File: src/rtl/comparator_seq_ctrl.sv
// Comparator sequencer: power up, settle, take NSAMP synchronized samples, majority vote, one-shot or periodic.
// Optional macro CMP_DEBOUNCE_EN: a decision is accepted only when two consecutive conversions agree.
module comparator_seq_ctrl #(
  parameter int NSAMP       = 5,
  parameter int SYNC_STAGES = 2,
  parameter int SETTLE_W    = 8,
  parameter int PERIOD_W    = 16
) (
  input  logic                wb_clk_i,
  input  logic                wb_rst_i,
  input  logic                start_i,
  input  logic                abort_i,
  input  logic                periodic_i,
  input  logic [SETTLE_W-1:0] settle_i,
  input  logic [PERIOD_W-1:0] period_i,
  input  logic                cmp_i,
  output logic                cmp_en_o,
  output logic                cmp_latch_o,
  output logic                busy_o,
  output logic                done_o,
  output logic                result_o,
  output logic                result_valid_o,
  output logic                irq_o
);

  localparam int CNT_W = $clog2(NSAMP + 1);
  localparam int SUM_W = CNT_W + 1;

  typedef enum logic [1:0] {S_IDLE, S_SETTLE, S_SAMPLE, S_WAIT} state_t;

  state_t                 r_state;
  logic [SYNC_STAGES-1:0] r_sync;
  logic [SETTLE_W-1:0]    r_scnt;
  logic [PERIOD_W-1:0]    r_pcnt;
  logic [CNT_W-1:0]       r_ones;
  logic [CNT_W-1:0]       r_idx;
  logic                   r_cmp_en;
  logic                   r_latch;
  logic                   r_busy;
  logic                   r_done;
  logic                   r_result;
  logic                   r_valid;
  logic                   r_irq;

  logic                   w_cmp_s;
  logic                   w_last;
  logic [SUM_W-1:0]       w_sum;
  logic                   w_dec;
  logic                   w_accept;

  always_ff @(posedge wb_clk_i) begin
    if (wb_rst_i) r_sync <= '0;
    else          r_sync <= {r_sync[SYNC_STAGES-2:0], cmp_i};
  end

  assign w_cmp_s = r_sync[SYNC_STAGES-1];
  assign w_last  = (r_idx == CNT_W'(NSAMP - 1));
  // The final sample is folded in combinationally so the vote lands on the same edge.
  assign w_sum   = {1'b0, r_ones} + {{CNT_W{1'b0}}, w_cmp_s};
  assign w_dec   = (w_sum > SUM_W'(NSAMP / 2));

`ifdef CMP_DEBOUNCE_EN
  logic r_prev_dec;
  assign w_accept = (w_dec == r_prev_dec);

  always_ff @(posedge wb_clk_i) begin
    if (wb_rst_i || abort_i)               r_prev_dec <= 1'b0;
    else if (r_state == S_SAMPLE && w_last) r_prev_dec <= w_dec;
  end
`else
  assign w_accept = 1'b1;
`endif

  always_ff @(posedge wb_clk_i) begin
    if (wb_rst_i) begin
      r_state  <= S_IDLE;
      r_scnt   <= '0;
      r_pcnt   <= '0;
      r_ones   <= '0;
      r_idx    <= '0;
      r_cmp_en <= 1'b0;
      r_latch  <= 1'b0;
      r_busy   <= 1'b0;
      r_done   <= 1'b0;
      r_result <= 1'b0;
      r_valid  <= 1'b0;
      r_irq    <= 1'b0;
    end else begin
      r_done <= 1'b0;
      r_irq  <= 1'b0;
      if (abort_i) begin
        r_state  <= S_IDLE;
        r_ones   <= '0;
        r_idx    <= '0;
        r_cmp_en <= 1'b0;
        r_latch  <= 1'b0;
        r_busy   <= 1'b0;
      end else begin
        case (r_state)
          S_IDLE: begin
            if (start_i) begin
              r_state  <= S_SETTLE;
              r_scnt   <= settle_i;
              r_cmp_en <= 1'b1;
              r_busy   <= 1'b1;
            end
          end
          S_SETTLE: begin
            if (r_scnt == '0) begin
              r_state <= S_SAMPLE;
              r_latch <= 1'b1;
            end else begin
              r_scnt <= r_scnt - SETTLE_W'(1);
            end
          end
          S_SAMPLE: begin
            if (w_last) begin
              r_ones  <= '0;
              r_idx   <= '0;
              r_done  <= 1'b1;
              r_valid <= 1'b1;
              r_latch <= 1'b0;
              if (w_accept) begin
                r_result <= w_dec;
                r_irq    <= (w_dec != r_result);
              end
              r_cmp_en <= 1'b0;
              if (periodic_i) begin
                r_state <= S_WAIT;
                r_pcnt  <= period_i;
              end else begin
                r_state <= S_IDLE;
                r_busy  <= 1'b0;
              end
            end else begin
              r_ones <= r_ones + CNT_W'(w_cmp_s);
              r_idx  <= r_idx + CNT_W'(1);
            end
          end
          S_WAIT: begin
            if (!periodic_i) begin
              r_state <= S_IDLE;
              r_busy  <= 1'b0;
            end else if (r_pcnt == '0) begin
              r_state  <= S_SETTLE;
              r_scnt   <= settle_i;
              r_cmp_en <= 1'b1;
            end else begin
              r_pcnt <= r_pcnt - PERIOD_W'(1);
            end
          end
          default: begin
            r_state  <= S_IDLE;
            r_cmp_en <= 1'b0;
            r_latch  <= 1'b0;
            r_busy   <= 1'b0;
          end
        endcase
      end
    end
  end

  assign cmp_en_o       = r_cmp_en;
  assign cmp_latch_o    = r_latch;
  assign busy_o         = r_busy;
  assign done_o         = r_done;
  assign result_o       = r_result;
  assign result_valid_o = r_valid;
  assign irq_o          = r_irq;

endmodule

File: config.mk
export PLATFORM = sky130hd
export DESIGN_NAME = comparator_seq_ctrl
export DESIGN_NICKNAME = d
export VERILOG_FILES = /design/src/rtl/comparator_seq_ctrl.sv
export SDC_FILE = /design/constraint.sdc
export NUM_CORES = 1
export LEC_CHECK = 0
export BUFFER_PORTS_ARGS = -buffer_cell sky130_fd_sc_hd__buf_2
export CAP_MARGIN = 0
export CORE_MARGIN = 2
export CORE_UTILIZATION = 55
export DETAILED_ROUTE_END_ITERATION = 8
export PLACE_DENSITY = 0.83
export SYNTH_ARGS = -nofsm -noshare
export SYNTH_HDL_FRONTEND = slang
export SYNTH_SLANG_ARGS = --single-unit
File: constraint.sdc
create_clock -name wb_clk_i -period 2.1 [get_ports wb_clk_i]
set_input_delay 0.42 -clock wb_clk_i [delete_from_list [all_inputs] [get_ports wb_clk_i]]
set_output_delay 0.42 -clock wb_clk_i [all_outputs]
set_load 0.05 [all_outputs]
=== Word level (Yosys, flattened, before mapping) ===
Index checks and enable logic that the tools add are counted.
Widths: inputs -> output; s select.

* Register bits after elaboration: 41
* Input bits: 30
* Output and inout bits: 7
* Logic and storage cells: 83

* Add/sub/neg operators: 5
* Order comparisons: 1
* Equality and inequality tests: 14
* Multiplexer cells: 30
* Bitwise operators: 3
* Reduce and logical (&&, ||, !) cells: 17

{| class="wikitable"
|+ Operators by type and width
! operator !! count
|-
| $mux 16 || 4
|-
| $mux 8 || 4
|-
| $pmux 16 s2 || 1
|-
| $pmux 8 s3 || 1
|-
| $logic_not 16->1 || 1
|-
| $ne 2x2->1 const B || 8
|-
| $sub 16x1->16 const B || 1
|-
| $mux 2 || 6
|-
| $reduce_and 6->1 || 2
|-
| $reduce_and 3->1 || 3
|-
| $logic_not 8->1 || 1
|-
| $mux 1 || 8
|-
| $pmux 2 s4 || 1
|-
| $sub 8x1->8 const B || 1
|-
| $mux 3 || 2
|-
| $pmux 1 s3 || 2
|-
| $reduce_bool 3->1 || 2
|-
| $reduce_and 5->1 || 1
|-
| $add 3x1->4 || 1
|-
| $eq 2x2->1 const B || 2
|-
| $gt 4x2->1 const B || 1
|-
| $reduce_and 4->1 || 1
|-
| $reduce_bool 2->1 || 2
|-
| $reduce_or 4->1 || 1
|-
| 11 further kinds || 13
|}

=== Longest topological paths before layout ===
* Depth after elaboration: 4
* Gate-level depth with buffers: 8
* Mapped depth without buffers: 7

=== Worst setup path before layout ===
Ideal clock, no wire load.

* Kind: reg2reg
* Start point: reg r_pcnt[6]
* End point: reg r_scnt[0]
* Library setup time: 0.132 ns
* Arrival time: 1.679 ns
* Required time: 1.968 ns
* Path slack: 0.289 ns
* Stages on the path, launching flop included: 7
* Path buffers: 1
* Period minus slack after synthesis: 1.811 ns
* Cells stage by stage: dfxtp_1 > or4_4 > nor4b_4 > o211ai_2 > buf_2 > o21ai_0 > a21oi_1

* Longest elaborated chain between the ends: 3

{| class="wikitable"
|+ Ends and longest elaborated chain
! element !! RTL line !! RTL
|-
| start: declaration || 34 || <nowiki>logic [PERIOD_W-1:0] r_pcnt;</nowiki>
|-
| start signal: assignment || 130 || <nowiki>r_pcnt <= period_i;</nowiki>
|-
| start signal: assignment || 149 || <nowiki>r_pcnt <= r_pcnt - PERIOD_W'(1);</nowiki>
|-
| $logic_not 16->1 || 144 || <nowiki>end else if (r_pcnt == '0) begin</nowiki>
|-
| $ne 2x2->1 (no source line) || - ||
|-
| $reduce_and 6->1 (no source line) || - ||
|-
| end signal: assignment || 103 || <nowiki>r_scnt <= settle_i;</nowiki>
|-
| end signal: assignment || 113 || <nowiki>r_scnt <= r_scnt - SETTLE_W'(1);</nowiki>
|-
| end signal: assignment || 146 || <nowiki>r_scnt <= settle_i;</nowiki>
|-
| end: declaration || 33 || <nowiki>logic [SETTLE_W-1:0] r_scnt;</nowiki>
|}

No other way between the ends.
A chain may end at the register's enable or synchronous reset.

=== Final worst setup path ===
* Start point: reg r_pcnt[15]
* End point: reg r_scnt[0]

The elaborated chain is that of the path after synthesis.

==> flow_metrics.tcl <==
set metrics [dict create \
    status "finished, final reports clean" \
    num_rows 23 \
    synthesis.area_mm2 0.00232 \
    grt_use_total 0.266 \
    tns_ns 0 \
    cp.required_ns 2.33 \
    synth-adder-area-share 0.0378 \
    worst-setup-path-type "reg2reg" \
    htreeDepth 2 \
    clock_sinks 41 \
    worst_slack_ns 0.0928 \
    power_density_mw_per_mm2 597 \
    routedWlPerCell_um 14.6 \
    rsz0062_at_grt "no" \
    synth_xor_area_frac 0.00378 \
    io_pins 37 \
    yosysWarningCount 0 \
    max_slew_margin 0.730 \
    min_period_over_period 0.956 \
    cp_data_arrival_time_ns 2.23 \
    place_ws_ns -0.0220 \
    drcViolationCount 0 \
    ant_nets 0 \
    num_vias 2336 \
    async_reset_ff_frac 0 \
    crit_fanout 15 \
    insertedDiodeCount 0 \
    globalRoute.totalOverflow 0 \
    min_path_type "in2reg" \
    ctsHoldBuffers 0 \
    cts_root_buffer "clkbuf_8" \
    r2r-start "r_pcnt[15]" \
    layout-drive-gt1-share 0.213 \
    port_buffers 36 \
    min_from "cmp_i" \
    finalPower_w 0.00165 \
    finalHoldViolCount 0 \
    yosys.area.top_type "dfxtp_1" \
    slew_viol_final 0 \
    synth-seq-area-share 0.354 \
    drtPass1Iterations 4 \
    clk_latency_ns 0.30 \
    yosysUniqueCellTypes 52 \
    timing.rr.end "r_scnt[0]" \
    post-route-min-period_ns 2.01 \
    synthTopCellsByArea "dfxtp_1 35%, a21oi_1 8.4%, o21ai_0 6.7%, nand2_1 6.0%, nor2_1 4.7%" \
    syn_nets 339 \
    synth_compound_area_frac 0.286 \
    ys_ff_latch 41 \
    synth_common_cells "41 x dfxtp_1, 39 x a21oi_1, 37 x nand2_1" \
    fin_skew_ns 0.0103 \
    grt_pass1_vias 2217 \
    clockBufferDepth 2 \
    die_height_um 68.9 \
    yosys.area_share.simple 0.276 \
    cts_tree "yes" \
    cts_buffers 5 \
    yosysTopAreaCellShare 0.354 \
    p_leak_nw 1.12 \
    routed_wirelength_um 5810 \
    end_kind "flip-flop" \
    grt_pass1_wl_um 9570 \
    core_area_mm2 0.00403 \
    post-route-cell-area_mm2 0.00276 \
    startpoint_type "flip-flop" \
    die_w_um 68.9 \
    drtIter0Drc 182 \
    antenna_found_initial 0 \
    place.gp.congestion 0.834 \
    die_area_mm2 0.00475 \
    r2r_slack_ns 0.09 \
    post-route-util 0.686 \
    avgViaCountPerCell 5.88 \
    endpoint "r_scnt[0]" \
    synth_top_family_by_area "compound AO/OA/AOI/OAI gates" \
    post-synth-top-count-cell "dfxtp_1" \
    crit_path_start "r_pcnt[15]" \
    nets 383 \
    start_util 0.575 \
    setup_viol 0 \
    syn_inst 302 \
    grt_max_degree 33 \
    max_cap_viol_count 0 \
    syn_to_final_growth_pct 19.3 \
    avgSynthCellArea_um2 7.67 \
    worstMarginPinSlew_ns 0.405 \
    worst-r2r-cell-count 5 \
    place_area_mm2 0.00261 \
    dp_hpwl_um 4220 \
    fmax_mhz 498 \
    clk_pin_slew_ns 0.09 \
    synthMuxAreaShare 0.00432 \
    synth-edff-count 0 \
    ir_drop_mv 0.700 \
    synthFlopType "dfxtp_1" \
]
-- cell families after synthesis --
group | count (synthesis)
and+or+nand+nor | 123
buffers and inverters | 22
AOI/OAI and AO/OA | 107
adders and majority gates | 7
DFF | 41
xor gates and xnor gates | 1
muxes | 1
-- routing by layer --
layer / GRT usage / wire length [um]
met3: 0.0503 / 311
met2: 0.505 / 2930
met1: 0.302 / 2510
met5: 0 / 0
met4: 0.0711 / 66
-- area by class of cell --
cell class / instances / area [um2]
clock buffer: 5 / 68.8
clock inverter: 3 / 46.3
fill: 362 / 1270
inverter: 6 / 22.5
multi-input combinational: 239 / 1430
sequential: 41 / 821
tap: 50 / 62.6
timing repair buffer: 53 / 308
-- sequential cells by signal, indices dropped and copies added, names as in the netlist, 2 cells and up --
register	cells
r_scnt	8
r_pcnt	16
r_state	2
r_idx	3
r_sync	2
r_ones	3
-- critical path: stages (launching register included) --
cell	delay (ns)
dfxtp_1	0.32
or4_1	0.58
a221oi_4	0.33
o211ai_4	0.19
or3_1	0.38
a21oi_1	0.13
-- metrics by stage --
stage	hold slack, ns	cells
floorplan	0.414	302
global placement	0.426	388
detailed placement	0.427	388
CTS	0.328	396
global route	0.348	397
finish	0.331	397
-- repair_timing --
item / 4_1_cts / 5_1_grt
resized for setup: 2 / 2
setup buffers: 0 / 1
endpoints found under the setup margin: 2 / 3
pin swaps: 0 / 2
-- power by group --
group | internal, W | total, W | leakage [nW] | switching (W)
sequential | 0.000795 | 0.000812 | 0.332 | 0.0000179
combinational | 0.0000836 | 0.000196 | 0.732 | 0.000112
clock | 0.000356 | 0.000640 | 0.0543 | 0.000285
total | 0.00123 | 0.00165 | 1.12 | 0.000414
-- layout by cell type, fill, tap and decap left out, types with 2 or more instances in the layout --
cell type,instances
a211oi_1,3
a21o_1,2
a21oi_1,39
a22oi_1,3
a31oi_1,2
and2_1,4
and3b_1,2
buf_2,36
buf_4,17
clkbuf_8,5
dfxtp_1,41
ha_1,7
inv_1,6
nand2_1,37
nand2b_1,8
nand4_1,2
nor2_1,29
nor2b_1,6
nor3_1,11
nor4_1,2
o21a_1,2
o21ai_0,31
o21bai_1,3
o31a_1,3
o31ai_1,4
o32ai_1,2
o41ai_1,2
or2_2,3
or3_1,5
or4_1,2
-- how the worst min path moves through the flow --
stage                endpoint  slack (ns)  depth (start not counted)
floorplan           r_sync[1]        0.41                          1
global placement    r_sync[1]        0.43                          1
detailed placement  r_sync[1]        0.43                          1
CTS                 r_sync[0]        0.33                          2
global route        r_sync[0]        0.35                          2
finish              r_sync[0]        0.33                          2
Power figures use the tool's default switching activity.
